## src/rtl/median3x3_filter.sv

```systemverilog
`default_nettype none
// ============================================================================
// Module      : median3x3_filter
// Description : Three-stage pipelined 3x3 median filter with optional
//               adaptive (impulse-only) replacement and a per-frame count of
//               replaced impulse pixels.
// Ports       : clk, reset          - clock, synchronous active-high reset
//               in_valid, q00..q22  - window qualifier and 3x3 window
//                                     (qRC: row R oldest=0, column C oldest=0)
//               out_valid/out_pixel - filtered centre pixel and qualifier
//               out_sof / out_eol   - first pixel of frame / last of line
//               noise_count         - replaced impulses in last full frame
// Revision    : 1.0 - initial release
// ============================================================================
module median3x3_filter #(
    parameter int W        = 160,
    parameter int H        = 120,
    parameter int ADAPTIVE = 1
) (
    input  logic        clk,
    input  logic        reset,
    input  logic        in_valid,
    input  logic [7:0]  q00,
    input  logic [7:0]  q01,
    input  logic [7:0]  q02,
    input  logic [7:0]  q10,
    input  logic [7:0]  q11,
    input  logic [7:0]  q12,
    input  logic [7:0]  q20,
    input  logic [7:0]  q21,
    input  logic [7:0]  q22,
    output logic        out_valid,
    output logic [7:0]  out_pixel,
    output logic        out_sof,
    output logic        out_eol,
    output logic [14:0] noise_count
);

    localparam int XW = (W > 1) ? $clog2(W) : 1;
    localparam int YW = (H > 1) ? $clog2(H) : 1;
    localparam logic [XW-1:0] X_LAST = XW'(W - 1);
    localparam logic [YW-1:0] Y_LAST = YW'(H - 1);
    localparam logic [14:0]   NC_MAX = 15'h7FFF;

    // Returns {min, med, max} of three unsigned bytes.
    function automatic logic [23:0] sort3(input logic [7:0] a, input logic [7:0] b,
                                          input logic [7:0] c);
        logic [7:0] lo;
        logic [7:0] hi;
        lo = (a < b) ? a : b;
        hi = (a < b) ? b : a;
        if (c < lo)      return {c, lo, hi};
        else if (c > hi) return {lo, hi, c};
        else             return {lo, c, hi};
    endfunction

    function automatic logic [7:0] med3(input logic [7:0] a, input logic [7:0] b,
                                        input logic [7:0] c);
        logic [23:0] s;
        s = sort3(a, b, c);
        return s[15:8];
    endfunction

    // ---------------- Stage 1: per-row sort ----------------
    logic        s1_valid;
    logic [2:0][7:0] s1_min, s1_med, s1_max;
    logic [7:0]  s1_c;
    logic [23:0] row0, row1, row2;

    always_comb begin
        row0 = sort3(q00, q01, q02);
        row1 = sort3(q10, q11, q12);
        row2 = sort3(q20, q21, q22);
    end

    always_ff @(posedge clk) begin
        if (reset) begin
            s1_valid <= 1'b0;
            s1_min   <= '0;
            s1_med   <= '0;
            s1_max   <= '0;
            s1_c     <= '0;
        end else begin
            s1_valid <= in_valid;
            if (in_valid) begin
                s1_min <= {row2[23:16], row1[23:16], row0[23:16]};
                s1_med <= {row2[15:8],  row1[15:8],  row0[15:8]};
                s1_max <= {row2[7:0],   row1[7:0],   row0[7:0]};
                s1_c   <= q11;
            end
        end
    end

    // ---------------- Stage 2: column reduction ----------------
    // The median of 9 is the median of (max of row mins, median of row
    // medians, min of row maxes); the other candidates are provably excluded.
    logic        s2_valid;
    logic [7:0]  s2_lo, s2_mid, s2_hi, s2_c;
    logic [23:0] mins_s, meds_s, maxs_s;

    always_comb begin
        mins_s = sort3(s1_min[0], s1_min[1], s1_min[2]);
        meds_s = sort3(s1_med[0], s1_med[1], s1_med[2]);
        maxs_s = sort3(s1_max[0], s1_max[1], s1_max[2]);
    end

    always_ff @(posedge clk) begin
        if (reset) begin
            s2_valid <= 1'b0;
            s2_lo    <= '0;
            s2_mid   <= '0;
            s2_hi    <= '0;
            s2_c     <= '0;
        end else begin
            s2_valid <= s1_valid;
            if (s1_valid) begin
                s2_lo  <= mins_s[7:0];
                s2_mid <= meds_s[15:8];
                s2_hi  <= maxs_s[23:16];
                s2_c   <= s1_c;
            end
        end
    end

    // ---------------- Stage 3: select, position, noise count ----------------
    logic [XW-1:0] ox;
    logic [YW-1:0] oy;
    logic [14:0]   nc;
    logic [7:0]    m;
    logic          repl;
    logic [7:0]    pix_sel;
    logic          last_x, last_y;
    logic [14:0]   nc_next;

    always_comb begin
        m       = med3(s2_lo, s2_mid, s2_hi);
        repl    = (ADAPTIVE != 0) && ((s2_c == 8'd0) || (s2_c == 8'd255));
        pix_sel = ((ADAPTIVE == 0) || repl) ? m : s2_c;
        last_x  = (ox == X_LAST);
        last_y  = (oy == Y_LAST);
        nc_next = (repl && (nc != NC_MAX)) ? nc + 15'd1 : nc;
    end

    always_ff @(posedge clk) begin
        if (reset) begin
            out_valid   <= 1'b0;
            out_pixel   <= '0;
            out_sof     <= 1'b0;
            out_eol     <= 1'b0;
            ox          <= '0;
            oy          <= '0;
            nc          <= '0;
            noise_count <= '0;
        end else begin
            // ox/oy hold the position of the pixel now leaving stage 2.
            out_valid <= s2_valid;
            out_sof   <= s2_valid && (ox == '0) && (oy == '0);
            out_eol   <= s2_valid && last_x;
            if (s2_valid) begin
                out_pixel <= pix_sel;
                if (last_x) begin
                    ox <= '0;
                    oy <= last_y ? '0 : oy + 1'b1;
                end else begin
                    ox <= ox + 1'b1;
                end
                if (last_x && last_y) begin
                    noise_count <= nc_next;
                    nc          <= '0;
                end else begin
                    nc <= nc_next;
                end
            end
        end
    end

endmodule
`default_nettype wire

```

## config.mk

```make
export PLATFORM = sky130hd
export DESIGN_NAME = median3x3_filter
export DESIGN_NICKNAME = d
export VERILOG_FILES = /design/src/rtl/median3x3_filter.sv
export SDC_FILE = /design/constraint.sdc
export NUM_CORES = 1
export LEC_CHECK = 0
export CORE_MARGIN = 1.5
export CORE_UTILIZATION = 30
export DETAILED_ROUTE_END_ITERATION = 8
export GPL_ROUTABILITY_DRIVEN = 1
export PLACE_DENSITY_LB_ADDON = 0.05
export SYNTH_ARGS = -nofsm -noshare
export SYNTH_HDL_FRONTEND = slang
export SYNTH_SLANG_ARGS = --single-unit
```

## constraint.sdc

```tcl
create_clock -name clk -period 4.3 [get_ports clk]
set_clock_uncertainty 0.05 [all_clocks]
set_input_delay 0.43 -clock clk [delete_from_list [all_inputs] [get_ports clk]]
set_output_delay 0.43 -clock clk [all_outputs]
set_load 0.005 [all_outputs]
```

==> run metrics <==
Synth cell types=74; Root Buffer=clkbuf_16; die height=211.1 µm; Slew headroom=24.92%; GRT Total Usage=18.16%; synth cell count leaders=dfxtp_1 (170), ha_1 (151), nor2_1 (150); fill cell count=4409; core footprint=around 43000 µm²; row count=76; Pleak=0.006670 µW; vias after detailed routing=11300; clk buf depth=2; vias per inst=roughly 5; first-pass GRT wire length=about 63000 µm; final worst slack=0.2630 ns; Starting Density=30.29%; RSZ-0062 raised after global routing=no; Hold Violations, Final=0; CTS H-tree lvls=4; 1st-iter DRT viols=609; gp weighted congestion=between 0.8 and 0.9; CP peak stage delay=around 0.49 ns; Setup CP Type=input pin to flip-flop; final net count=1886; Synthesized Nets=1759; crit-path cells=clkdlybuf4s50_1, inv_1, ha_1, a21oi_1, o21ai_0, a21oi_4, buf_4, mux2i_1, ha_1, a21oi_1, nor2b_1, o21ai_0, nand2b_1, nor3_1, a21o_1, buf_12, mux2i_1, o22ai_1; Area Overhead vs Synth=21.18%; remaining antenna violation count=0; fin. max-slew vios=0; worst vdd ir=0.0002765 V; Critical Path RT=between 4 and 5 ns; Async SR Flop Fraction=0%; CTS buffer count=17; actual slew at the worst max-slew pin=1.123 ns; largest net degree at the start of global routing=108; Worst-path clk slew=0.07 ns; Seq/Total Area, Yosys=26.20%; clock period minus final worst setup slack=between 4 and 5 ns; worst slack at placement=-0.2202 ns; Overflow after GRT=0; share of cells above drive strength 1=12.85%; remaining routing DRC violations=0; port bufs=100; period utilization=93.88%; CTS tree=yes; Power Dens Cells=374.4 nW/µm²; Chip Width=211.1 µm; Hold WC Path Type=input pin to flip-flop; die outline area=44550 µm²; Synth warnings=0; Syn Std Cell Area=12990 µm²; crit path DAT=4.30 ns; Synth area leader=dfxtp_1; CTS sink count=170; Avg Cell Area, Syn=8.473 µm²; I/O pins=roughly 100; Area contributors post-synth=dfxtp_1 (26%), ha_1 (15%), mux2i_1 (8.2%); Mapped Cells=1533; antenna cells=0; Setup crit end kind=flip-flop; Total Wirelength=39640 µm; CP max stage cell=clkdlybuf4s50_1; top-count cell post-synth=dfxtp_1; drt first pass iters=7; clock latency on the worst-skew pair=approximately 0.46 ns; CP Launch Type=input pin; vias in the first global route=approximately 11000; fmax=247.7 MHz; Top FF cell, synth=dfxtp_1; Synth top area share=26.20%; CP Max Fanout=17; Avg WL per Cell=17.56 µm; initial antenna violation count=0; number of flops mapped to enable cells by yosys=0; hold slack=0.3365 ns; register bit count reported by yosys=170; outcome=completed; hpwl dp=31290 µm; hold_buf cts=0; setup violators final=0; max cap viols=0
layer usage:
| metal | routed length [µm] | track usage [%] | vias to the layer above |
|---|---|---|---|
| li1 | - | - | 5863 |
| met1 | 19450 | 24.59 | 5262 |
| met2 | 18730 | 30.49 | 143 |
| met3 | 983 | 2.171 | 30 |
| met4 | 480 | 4.581 | 0 |
| met5 | 0 | 0 | - |
worst max-delay path, delay by kind of cell:
family | cells | cell delay, ns
muxes | 2 | 0.69
and+or+nand+nor | 3 | 0.35
AOI/OAI and AO/OA | 7 | 1.25
adders and majority gates | 2 | 0.60
buffers and inverters | 4 | 0.94
placed cells by master (no fill, tap or decap), types with 22 or more instances in the layout:
master	instances
nand3_1	22
nor2b_1	24
ha_1	151
a21o_1	24
a211oi_1	40
nor2_1	150
o32ai_1	25
nand2b_1	64
clkdlybuf4s50_1	98
inv_1	115
nand4_1	32
o21ai_0	54
o21a_1	23
nor3_1	34
buf_4	83
nand2_1	65
a21oi_1	84
mux2_2	52
o22ai_1	23
mux2i_1	105
dfxtp_1	170
layout make-up:
| cell class | instances | area [µm²] | area share, % |
|---|---|---|---|
| inverter | 115 | 431.7 | 2.742 |
| sequential | 170 | 3403 | 21.62 |
| multi-input combinational | 1165 | 8797 | 55.89 |
| timing repair buffer | 191 | 1789 | 11.37 |
| tap | 585 | 732.0 | 4.650 |
| clock buffer | 20 | 436.7 | 2.774 |
| clock inverter | 12 | 150.1 | 0.9539 |
metrics by stage:
stage | total power [µW] | area [µm²] | utilization, % | setup TNS [ns] | cells
after global placement | 4305 | 15110 | 35.24 | -1.443 | 2223
final | 5893 | 15740 | 36.70 | 0 | 2258
after floorplan | 3513 | 12990 | - | 0 | 1533
after detailed placement | 4309 | 15110 | 35.24 | -1.589 | 2223
after CTS | 5939 | 15700 | 36.61 | 0 | 2255
after global routing | 6309 | 15740 | 36.70 | 0 | 2258
path summary, 6_finish.rpt:
kind	from	end	slack [ns]	depth (start not counted)
worst max-delay path	q11[7]	s1_min[10]	0.26	18
worst min-delay path	reset	ox[4]	0.34	2
worst max register to register	s2_mid[1]	out_pixel[7]	0.32	16
worst min register to register	s1_max[15]	s1_max[15]	0.44	2
repair_timing:
item | in CTS | in global routing
resized for setup | 0 | 4
setup endpoints to repair | 0 | 4
setup buffers | 0 | 3
registers in the layout (all words and copies together), names as in the netlist, 15 cells and up:
signal / flops
nc: 15
noise_count: 15
s1_max: 24
s1_med: 24
s1_min: 24
power breakdown:
part	internal, µW	total, µW	switching, µW
Sequential	1690	1820	132
Combinational	1130	2480	1350
Clock	911	1600	689
Total	3720	5890	2170
kinds of logic after synthesis:
| logic type | after synthesis | share of synthesized area [%] |
|---|---|---|
| simple gates | 444 | 17.32 |
| compound gates | 387 | 21.23 |
| buf+inv | 198 | 6.271 |
| flops | 170 | 26.20 |
| mux | 160 | 12.88 |
| fa+ha+maj | 151 | 14.55 |
| xor+xnor | 23 | 1.551 |
No activity file was read; power rests on OpenSTA's default activity.
